--- src/rtl/seq_div.sv ---
// Sequential restoring divider, WIDTH+2 cycle fixed latency, signed/unsigned.
// Ports: Clock, Reset, x, y, Sign, Start -> Hi (rem), Lo (quot), Ready, DivZero.
module seq_div #(
  parameter int WIDTH = 32
) (
  input  logic             Clock,
  input  logic             Reset,
  input  logic [WIDTH-1:0] x,
  input  logic [WIDTH-1:0] y,
  input  logic             Sign,
  input  logic             Start,
  output logic [WIDTH-1:0] Hi,
  output logic [WIDTH-1:0] Lo,
  output logic             Ready,
  output logic             DivZero
);

  localparam int CW = $clog2(WIDTH + 1);

  typedef enum logic [1:0] {
    IDLE,
    RUN,
    FIX,
    DONE
  } state_t;

  state_t state, state_nx;

  logic             last_start;
  logic             accept;
  logic [CW-1:0]    cnt;
  logic [WIDTH-1:0] rem;
  logic [WIDTH-1:0] quo;
  logic [WIDTH-1:0] dvs;
  logic [WIDTH-1:0] xs;
  logic             negq;
  logic             negr;
  logic             dz;

  logic [WIDTH-1:0] mag_x;
  logic [WIDTH-1:0] mag_y;
  logic [WIDTH:0]   shf;
  logic [WIDTH:0]   dif;

  assign accept = Start & ~last_start;

  assign mag_x = (Sign & x[WIDTH-1]) ? -x : x;
  assign mag_y = (Sign & y[WIDTH-1]) ? -y : y;

  // One extra bit keeps the trial subtraction from overflowing;
  // dif[WIDTH] set means the divisor did not fit.
  assign shf = {rem, quo[WIDTH-1]};
  assign dif = shf - {1'b0, dvs};

  always_ff @(posedge Clock or posedge Reset) begin
    if (Reset) begin
      state <= IDLE;
    end else begin
      state <= state_nx;
    end
  end

  // RUN spends WIDTH step edges plus one hand-off edge, which
  // gives a result on edge N+WIDTH+2.
  always_comb begin
    state_nx = state;
    if (accept) begin
      state_nx = RUN;
    end else begin
      unique case (state)
        IDLE: state_nx = IDLE;
        RUN:  state_nx = (cnt == CW'(WIDTH)) ? FIX : RUN;
        FIX:  state_nx = DONE;
        DONE: state_nx = DONE;
        default: state_nx = IDLE;
      endcase
    end
  end

  always_ff @(posedge Clock or posedge Reset) begin
    if (Reset) begin
      last_start <= 1'b0;
      cnt        <= '0;
      rem        <= '0;
      quo        <= '0;
      dvs        <= '0;
      xs         <= '0;
      negq       <= 1'b0;
      negr       <= 1'b0;
      dz         <= 1'b0;
      Hi         <= '0;
      Lo         <= '0;
      Ready      <= 1'b0;
      DivZero    <= 1'b0;
    end else begin
      last_start <= Start;
      if (accept) begin
        cnt     <= '0;
        rem     <= '0;
        quo     <= mag_x;
        dvs     <= mag_y;
        xs      <= x;
        negq    <= Sign & (x[WIDTH-1] ^ y[WIDTH-1]);
        negr    <= Sign & x[WIDTH-1];
        dz      <= (y == '0);
        Ready   <= 1'b0;
        DivZero <= 1'b0;
      end else begin
        unique case (state)
          RUN: begin
            if (cnt != CW'(WIDTH)) begin
              cnt <= cnt + 1'b1;
              if (!dif[WIDTH]) begin
                rem <= dif[WIDTH-1:0];
                quo <= {quo[WIDTH-2:0], 1'b1};
              end else begin
                rem <= shf[WIDTH-1:0];
                quo <= {quo[WIDTH-2:0], 1'b0};
              end
            end
          end
          FIX: begin
            // Divide by zero returns the untouched dividend as remainder.
            if (dz) begin
              Lo <= '1;
              Hi <= xs;
            end else begin
              Lo <= negq ? -quo : quo;
              Hi <= negr ? -rem : rem;
            end
            Ready   <= 1'b1;
            DivZero <= dz;
          end
          default: ;
        endcase
      end
    end
  end

endmodule

--- config.mk ---
export PLATFORM = sky130hd
export DESIGN_NAME = seq_div
export DESIGN_NICKNAME = d
export VERILOG_FILES = /design/src/rtl/seq_div.sv
export SDC_FILE = /design/constraint.sdc
export NUM_CORES = 1
export LEC_CHECK = 0
export CORE_MARGIN = 5
export CORE_UTILIZATION = 61
export DETAILED_ROUTE_END_ITERATION = 8
export PLACE_DENSITY = 0.85
export SETUP_SLACK_MARGIN = 0.5
export SLEW_MARGIN = 20
export SYNTH_ARGS = -nofsm -noshare
export SYNTH_HDL_FRONTEND = slang
export SYNTH_SLANG_ARGS = --single-unit
--- constraint.sdc ---
create_clock -name Clock -period 14.33 [get_ports Clock]
set_input_delay 1.433 -clock Clock [delete_from_list [all_inputs] [get_ports Clock]]
set_output_delay 1.433 -clock Clock [all_outputs]
set_load 0.02 [all_outputs]
==> run metrics, run 1 <==
status finished, final reports clean; Final GP Congestion between 0.9 and 1; RSZ-0062 raised after global routing no; overall via count from detail_route 11,370; # H-tree levels 1; Sw Ratio between 40% and 50%; delay of the slowest cell on the worst path 570 ps; Peak Freq ~210 MHz; Core Area between 20,000 and 25,000 um^2; fraction of layout cells with a size suffix above 1 between 3 and 4%; most common cell after layout, fill and taps aside nand2_1; CP endpoint quo[29]; largest net degree at the start of global routing roughly 130; critical path's most frequent cell a21oi_1; DRC Markers 0; nets@finish 1,737; arrival time worst endpoint 5030 ps; register share of total power ~33%; post-synthesis cell type count 63; crit-path cells clkdlybuf4s50_1 > or4_1 > or3_1 > or4b_1 > nor4_2 > nand2_1 > nor4_1 > a21oi_1 > xnor2_1 > a21oi_1; initial antenna violation count 0; Synth warnings 0; flop and latch count out of synthesis 206; Post-Synthesis Cells roughly 1,500; Pwr Total 2903 uW; ys async rst share 100.0%; Placed Cells between 1,500 and 2,000; routed len/inst between 15 and 20 um; clock insertion delay at the later pin of the skew report 500 ps; Clk pwr share roughly a fifth; Area Overhead vs Synth 17.24%; setup TNS 0 ps; crit end category flip-flop; chip width about 150 um; Max clock buf depth 3; Ports about 130; Critical Path RT 14,670 ps; Most used DFF post-synth dfrtp_1; initial DRC count 867; Pre-antenna DRT Iters 5; clk slew on worst S/H paths around 60 ps; Antenna diodes 0; Non-Filler Instances ~1,900; max_slew headroom between 30 and 40%; Leak roughly 0.0065 uW; vias in the first global route 10,680; Crit-path slowest cell or4_1; FP Rows 52; RR Endpoint rem[0]; Filler Cell Count roughly 1,500; Post-CTS Setup Repair Bufs 0; DIE HEIGHT about 150 um; Slew Limit Fails 0; commonest non-fill, non-tap cells in the layout 281 x nand2_1, 205 x dfrtp_1, 152 x a21oi_1; NetSw approximately 1200 uW; Root Buffer clkbuf_16; cts repair resizes 0; die area 23,810 um^2; Hold Fails Final Rpt 0; logic gate share of total power between 40% and 50%; effective utilization at floorplan 62.37%; Final period util 32.69%; Int Power between 1500 and 2000 uW; RR Startpoint quo[31]; TritonCTS Buffers 23; worst-path fanout max 7; final wirelength ~32,000 um; Avg Inst Size Synth 8.215 um^2; CTS sink count between 200 and 250; port buffer count between 100 and 150; first-pass GRT wire length between 50,000 and 60,000 um; post-layout util 73.12%; max-cap violations 0; Period minus WS final roughly 4700 ps; hold_buf cts 0; Synth Cell Area around 13,000 um^2; R2R setup slack 10,150 ps; GRT Util Overall about a quarter; crit start category primary input; crit path kind primary input to flip-flop; Worst Tran Pin Value ~1000 ps; CTS tree done; worst vdd ir 0.08128 mV; Post-synth EDFFs 0; R2R cell count 12; antenna-violating nets left 0; # setup viols final 0; Mapped Nets 1,653; Layout Skew around 18 ps; Hold Crit Class flip-flop to flip-flop; pwr/cell area roughly 190 nW/um^2; hold_ws between 400 and 500 ps; Crit. Startpoint x[10]; Vias/cell about 6; post-synthesis sequential area ratio roughly two fifths; GRT overflow 0; Post-DP HPWL 22,340 um
==> layout make-up <==
class	count	area, um^2	area share, %
Sequential cell	206	5156	34.63
Clock buffer	36	694.4	4.663
Tap cell	270	337.8	2.269
Clock inverter	4	22.52	0.1512
Timing Repair Buffer	143	1410	9.470
Multi-Input combinational cell	1202	7059	47.41
Inverter	54	210.2	1.412
==> metal layers <==
| layer | global-route usage [%] | share of wire [%] |
|---|---|---|
| met2 | 43.86 | 48 |
| met4 | 5.845 | 1.6 |
| met3 | 2.878 | 6.5 |
| met1 | 36.56 | 44 |
| met5 | 0 | 0 |
==> power by group through the flow <==
stage               logic (uW)  registers (uW)  clock network, uW
floorplan                  912             992                  0
global placement          1340             943                  0
detailed placement        1380             952                  0
CTS                       1400             944                563
global route              1540             974                591
finish                    1400             950                558
==> how the worst min path moves through the flow <==
stage,cells past startpoint,end,from,slack (ps)
global placement,2,Lo[0],Lo[0],450
finish,2,Lo[0],Lo[0],460
floorplan,2,xs[27],xs[27],440
global route,2,Lo[0],Lo[0],490
CTS,2,Lo[0],Lo[0],470
detailed placement,2,Lo[0],Lo[0],450
==> worst max-delay path: cells and delay by family <==
kind / cells / cell delay [ps]
AND/OR/NAND/NOR: 6 / 2520
buffers and inverters: 1 / 550
AO/OA/AOI/OAI: 2 / 280
XOR/XNOR: 1 / 240
==> kinds of logic (layout without fill, tap and decap cells) <==
family          count (synthesis)  count (layout)  share of synthesized area (%)
buf+inv                       138             237                          4.108
fa+ha+maj                      39              39                          3.901
simple gates                  576             576                          20.30
compound gates                416             416                          19.08
flops                         206             206                          40.59
mux                            22              22                          1.744
xor+xnor                      149             149                          10.27
==> stage by stage <==
step,worst slack [ps],cell area [um^2]
3_3_place_gp,9477,14170
4_1_cts,9772,14880
5_1_grt,9419,14890
6_report,9645,14890
3_5_place_dp,9274,14170
2_1_floorplan,7273,12700
==> state kept, by name, indices dropped and copies added, names as in the netlist <==
register and cells:
quo 32, Lo 32, dz 1, dvs 32, cnt 6, DivZero 1
last_start 1, negq 1, negr 1, state 2, xs 32, Ready 1
rem 32, Hi 32
==> synthesized netlist by cell type (6+ instances only) <==
library cell  number  area (um^2)
a211oi_1           6        45.04
or4_1             12        90.09
nand4_1            6        37.54
o41ai_1           16        140.1
and2_1             7        43.79
o31ai_1           24        180.2
o22a_1             6        52.55
o21ai_0          133        665.6
nor3_1            25        125.1
nand2b_1          13        81.33
nor2b_1           10        62.56
nand3_1           17        85.08
nor4_1            17        106.4
nor2_1           132        495.5
and3_1            19        118.9
buf_1              9        33.78
dfrtp_1          206         5155
inv_1             54        202.7
nand2_1          282         1059
a21o_1            11        82.58
a21oi_1          152        760.7
a31oi_1           33        206.5
xor2_1            88        770.7
ha_1              38        475.5
clkbuf_1          72        270.3
mux2i_1           21        210.2
or3_1             16        100.1
xnor2_1           61        534.3
Note: power is estimated with default switching activity, not from simulation.
==> run 2, diff against run 1 <==
--- a/config.mk
+++ b/config.mk
@@ -6,9 +6,9 @@
 export NUM_CORES = 1
 export LEC_CHECK = 0
 export CORE_MARGIN = 5
-export CORE_UTILIZATION = 61
+export CORE_UTILIZATION = 52
 export DETAILED_ROUTE_END_ITERATION = 8
-export PLACE_DENSITY = 0.85
+export PLACE_DENSITY = 0.77
 export SETUP_SLACK_MARGIN = 0.5
 export SLEW_MARGIN = 20
 export SYNTH_ARGS = -nofsm -noshare
==> constraint.sdc (replaced) <==
create_clock -name Clock -period 4.3 [get_ports Clock]
set_input_delay 0.43 -clock Clock [delete_from_list [all_inputs] [get_ports Clock]]
set_output_delay 0.43 -clock Clock [all_outputs]
set_load 0.02 [all_outputs]
==> run 2 against run 1 <==
Critical path depth grew 3. Cell count grew 3.2%. Sequential cell count is the same. Core utilization shrank 11 points. Global-route usage shrank 3.8 points. Register-to-register slack lost 9400 ps. Clock skew shrank 7.9 ps. Sequential power grew to 3.3 times the previous value. Wire length shrank 1.3%. Clock power grew to 3.4 times the previous value. Critical endpoint is now rem[1]. Die area grew 16%.
==> run metrics, run 2 (synthesis results as in run 1) <==
arrival time worst endpoint 3990 ps (was 5030 ps); FP Rows 57 (was 52); chip width 166.3 um (was 154.3 um); crit end category flip-flop (unchanged); # H-tree levels 1 (unchanged); initial antenna violation count 0 (unchanged); TritonCTS Buffers 23 (unchanged); Area Overhead vs Synth 18.69% (was 17.24%); Leak 0.006553 uW (was 0.006493 uW); delay-heaviest family, CP compound AO/OA/AOI/OAI gates (was simple AND/OR/NAND/NOR gates); antenna-violating nets left 0 (unchanged); clock insertion delay at the later pin of the skew report 520 ps (was 500 ps); # setup viols final 0 (unchanged); delay of the slowest cell on the worst path 470 ps (was 570 ps); GRT Util Overall 22.18% (was 26.02%); R2R setup slack 720 ps (was 10,150 ps); max-cap violations 0 (unchanged); status finished, final reports clean (unchanged); most common cell after layout, fill and taps aside nand2_1 (unchanged); GRT overflow 0 (unchanged); commonest non-fill, non-tap cells in the layout 281 x nand2_1, 205 x dfrtp_1, 152 x a21oi_1 (unchanged); RSZ-0062 raised after global routing no (unchanged); Final period util 83.19%; crit path buf inv count 2 (was 1); DRC Markers 0 (unchanged); routed len/inst 15.90 um (was 16.62 um); Critical Path RT 4710 ps (was 14,670 ps); cts repair resizes 0 (unchanged); setup TNS 0 ps (unchanged); CTS sink count 206 (unchanged); Pre-antenna DRT Iters 5 (unchanged); DIE HEIGHT 166.3 um (was 154.3 um); Hold Crit Class primary input to async pin (was flip-flop to flip-flop); crit path kind flip-flop to flip-flop (was primary input to flip-flop); hold_buf cts 0 (unchanged); max_slew headroom 35.46% (was 32.48%); worst-path fanout max 14 (was 7); Peak Freq ~280 MHz; Layout Skew 9.567 ps (was 17.51 ps); effective utilization at floorplan 52.53% (was 62.37%); Post-CTS Setup Repair Bufs 0 (unchanged); dpl ws 348.2 ps (was 9274 ps); Hold Fails Final Rpt 0 (unchanged); crit-path cells inv_1 > ha_1 > fa_1 > nand2b_1 > a21o_1 > a211o_1 > a21o_1 > a21oi_1 > a31oi_2 > xor2_1 > buf_4 > or4_1 > o311ai_1 (was clkdlybuf4s50_1 > or4_1 > or3_1 > or4b_1 > nor4_2 > nand2_1 > nor4_1 > a21oi_1 > xnor2_1 > a21oi_1); die area 27,650 um^2 (was 23,810 um^2); worst vdd ir 0.3562 mV (was 0.08128 mV); clk slew on worst S/H paths 60 ps (about the same); pwr/cell area 649.2 nW/um^2 (was 194.9 nW/um^2); Slew Limit Fails 0 (unchanged); nets@finish 1,744 (was 1,737); port buffer count 133 (unchanged); largest net degree at the start of global routing 192 (was 133); Core Area 24,180 um^2 (was 20,360 um^2); Worst Tran Pin Value 968.1 ps (was 1009 ps); Ports 134 (unchanged); Antenna diodes 0 (unchanged); worst setup margin 722.9 ps (was 9645 ps); fraction of layout cells with a size suffix above 1 4.477% (was 3.830%); Pwr Total 9786 uW (was 2903 uW); Period minus WS final approximately 3600 ps; crit start category flip-flop (was primary input); Post-DP HPWL 22,570 um (was 22,340 um); Crit-path slowest cell or4_1 (unchanged); critical path's most frequent cell a21o_1 (was a21oi_1); vias in the first global route 10,590 (was 10,680); Final GP Congestion 0.8908 (was 0.9097); initial DRC count 1,215 (was 867); final wirelength 31,430 um (was 31,830 um); Root Buffer clkbuf_16 (unchanged); first-pass GRT wire length 52,520 um (was 52,700 um); Max clock buf depth 3 (unchanged); CTS tree done (unchanged); overall via count from detail_route 11,290 (was 11,370); Vias/cell 5.710 (was 5.938)
run 2: cell count changes in the layout (fill, tap and decap cells not counted), moves of 2 or more:
cell	previous run	this run
clkinv_2	3	5
clkbuf_1	6	4
buf_4	9	13
buf_12	0	4
run 2: cell type report:
type                    instances  area [um^2]
fillers                      2091         9102
multi-input cells            1202         7063
flip-flops and latches        206         5156
repair buffers                150         1509
clock buffers                  33        673.1
well taps                     324        405.4
inverters                      54        206.4
clock inverters                 8        61.31
run 2: path summary, 6_finish.rpt:
kind                                to  depth (start not counted)  startpoint
worst max-delay path            rem[1]                         13     quo[31]
worst min-delay path             Lo[2]                          2       Reset
worst max register to register  rem[1]                         13     quo[31]
worst min register to register   Lo[0]                          2       Lo[0]
max in group asynchronous       Hi[30]                          3       Reset
min in group Clock               Lo[0]                          2       Lo[0]
run 2: through the flow:
stage | util (%) | std cells | hold slack (ps) | instance area [um^2]
global placement | 59.29 | 1936 | 453.0 | 14330
floorplan | - | 1546 | 437.4 | 12700
CTS | 62.32 | 1977 | 335.2 | 15070
finish | 62.35 | 1977 | 334.7 | 15070
detailed placement | 59.29 | 1936 | 455.8 | 14330
global route | 62.35 | 1977 | 378.1 | 15070
run 2: worst reg2reg max path: cells and delay by family (launching register included):
family                     cells  cell delay [ps]
adders and majority gates      2              640
DFF                            1              400
xor gates and xnor gates       1              170
and+or+nand+nor                2              660
buffers and inverters          2              330
AOI/OAI and AO/OA              6             1270
run 2: power by group:
group | total (uW) | switching (uW) | internal, uW
Sequential | 3160 | 632 | 2530
Combinational | 4730 | 2550 | 2190
Clock | 1900 | 801 | 1090
Total | 9790 | 3980 | 5810
run 2: metal layers:
metal / share of wire (%) / global-route usage [%] / vias to the layer above / wire length (um)
met5: 0 / 0 / - / 0
met4: 2.2 / 5.229 / 0 / 694
met3: 6.8 / 3.761 / 46 / 2151
met2: 46 / 36.20 / 362 / 14430
met1: 45 / 31.20 / 5332 / 14150
li1: - / - / 5548 / -
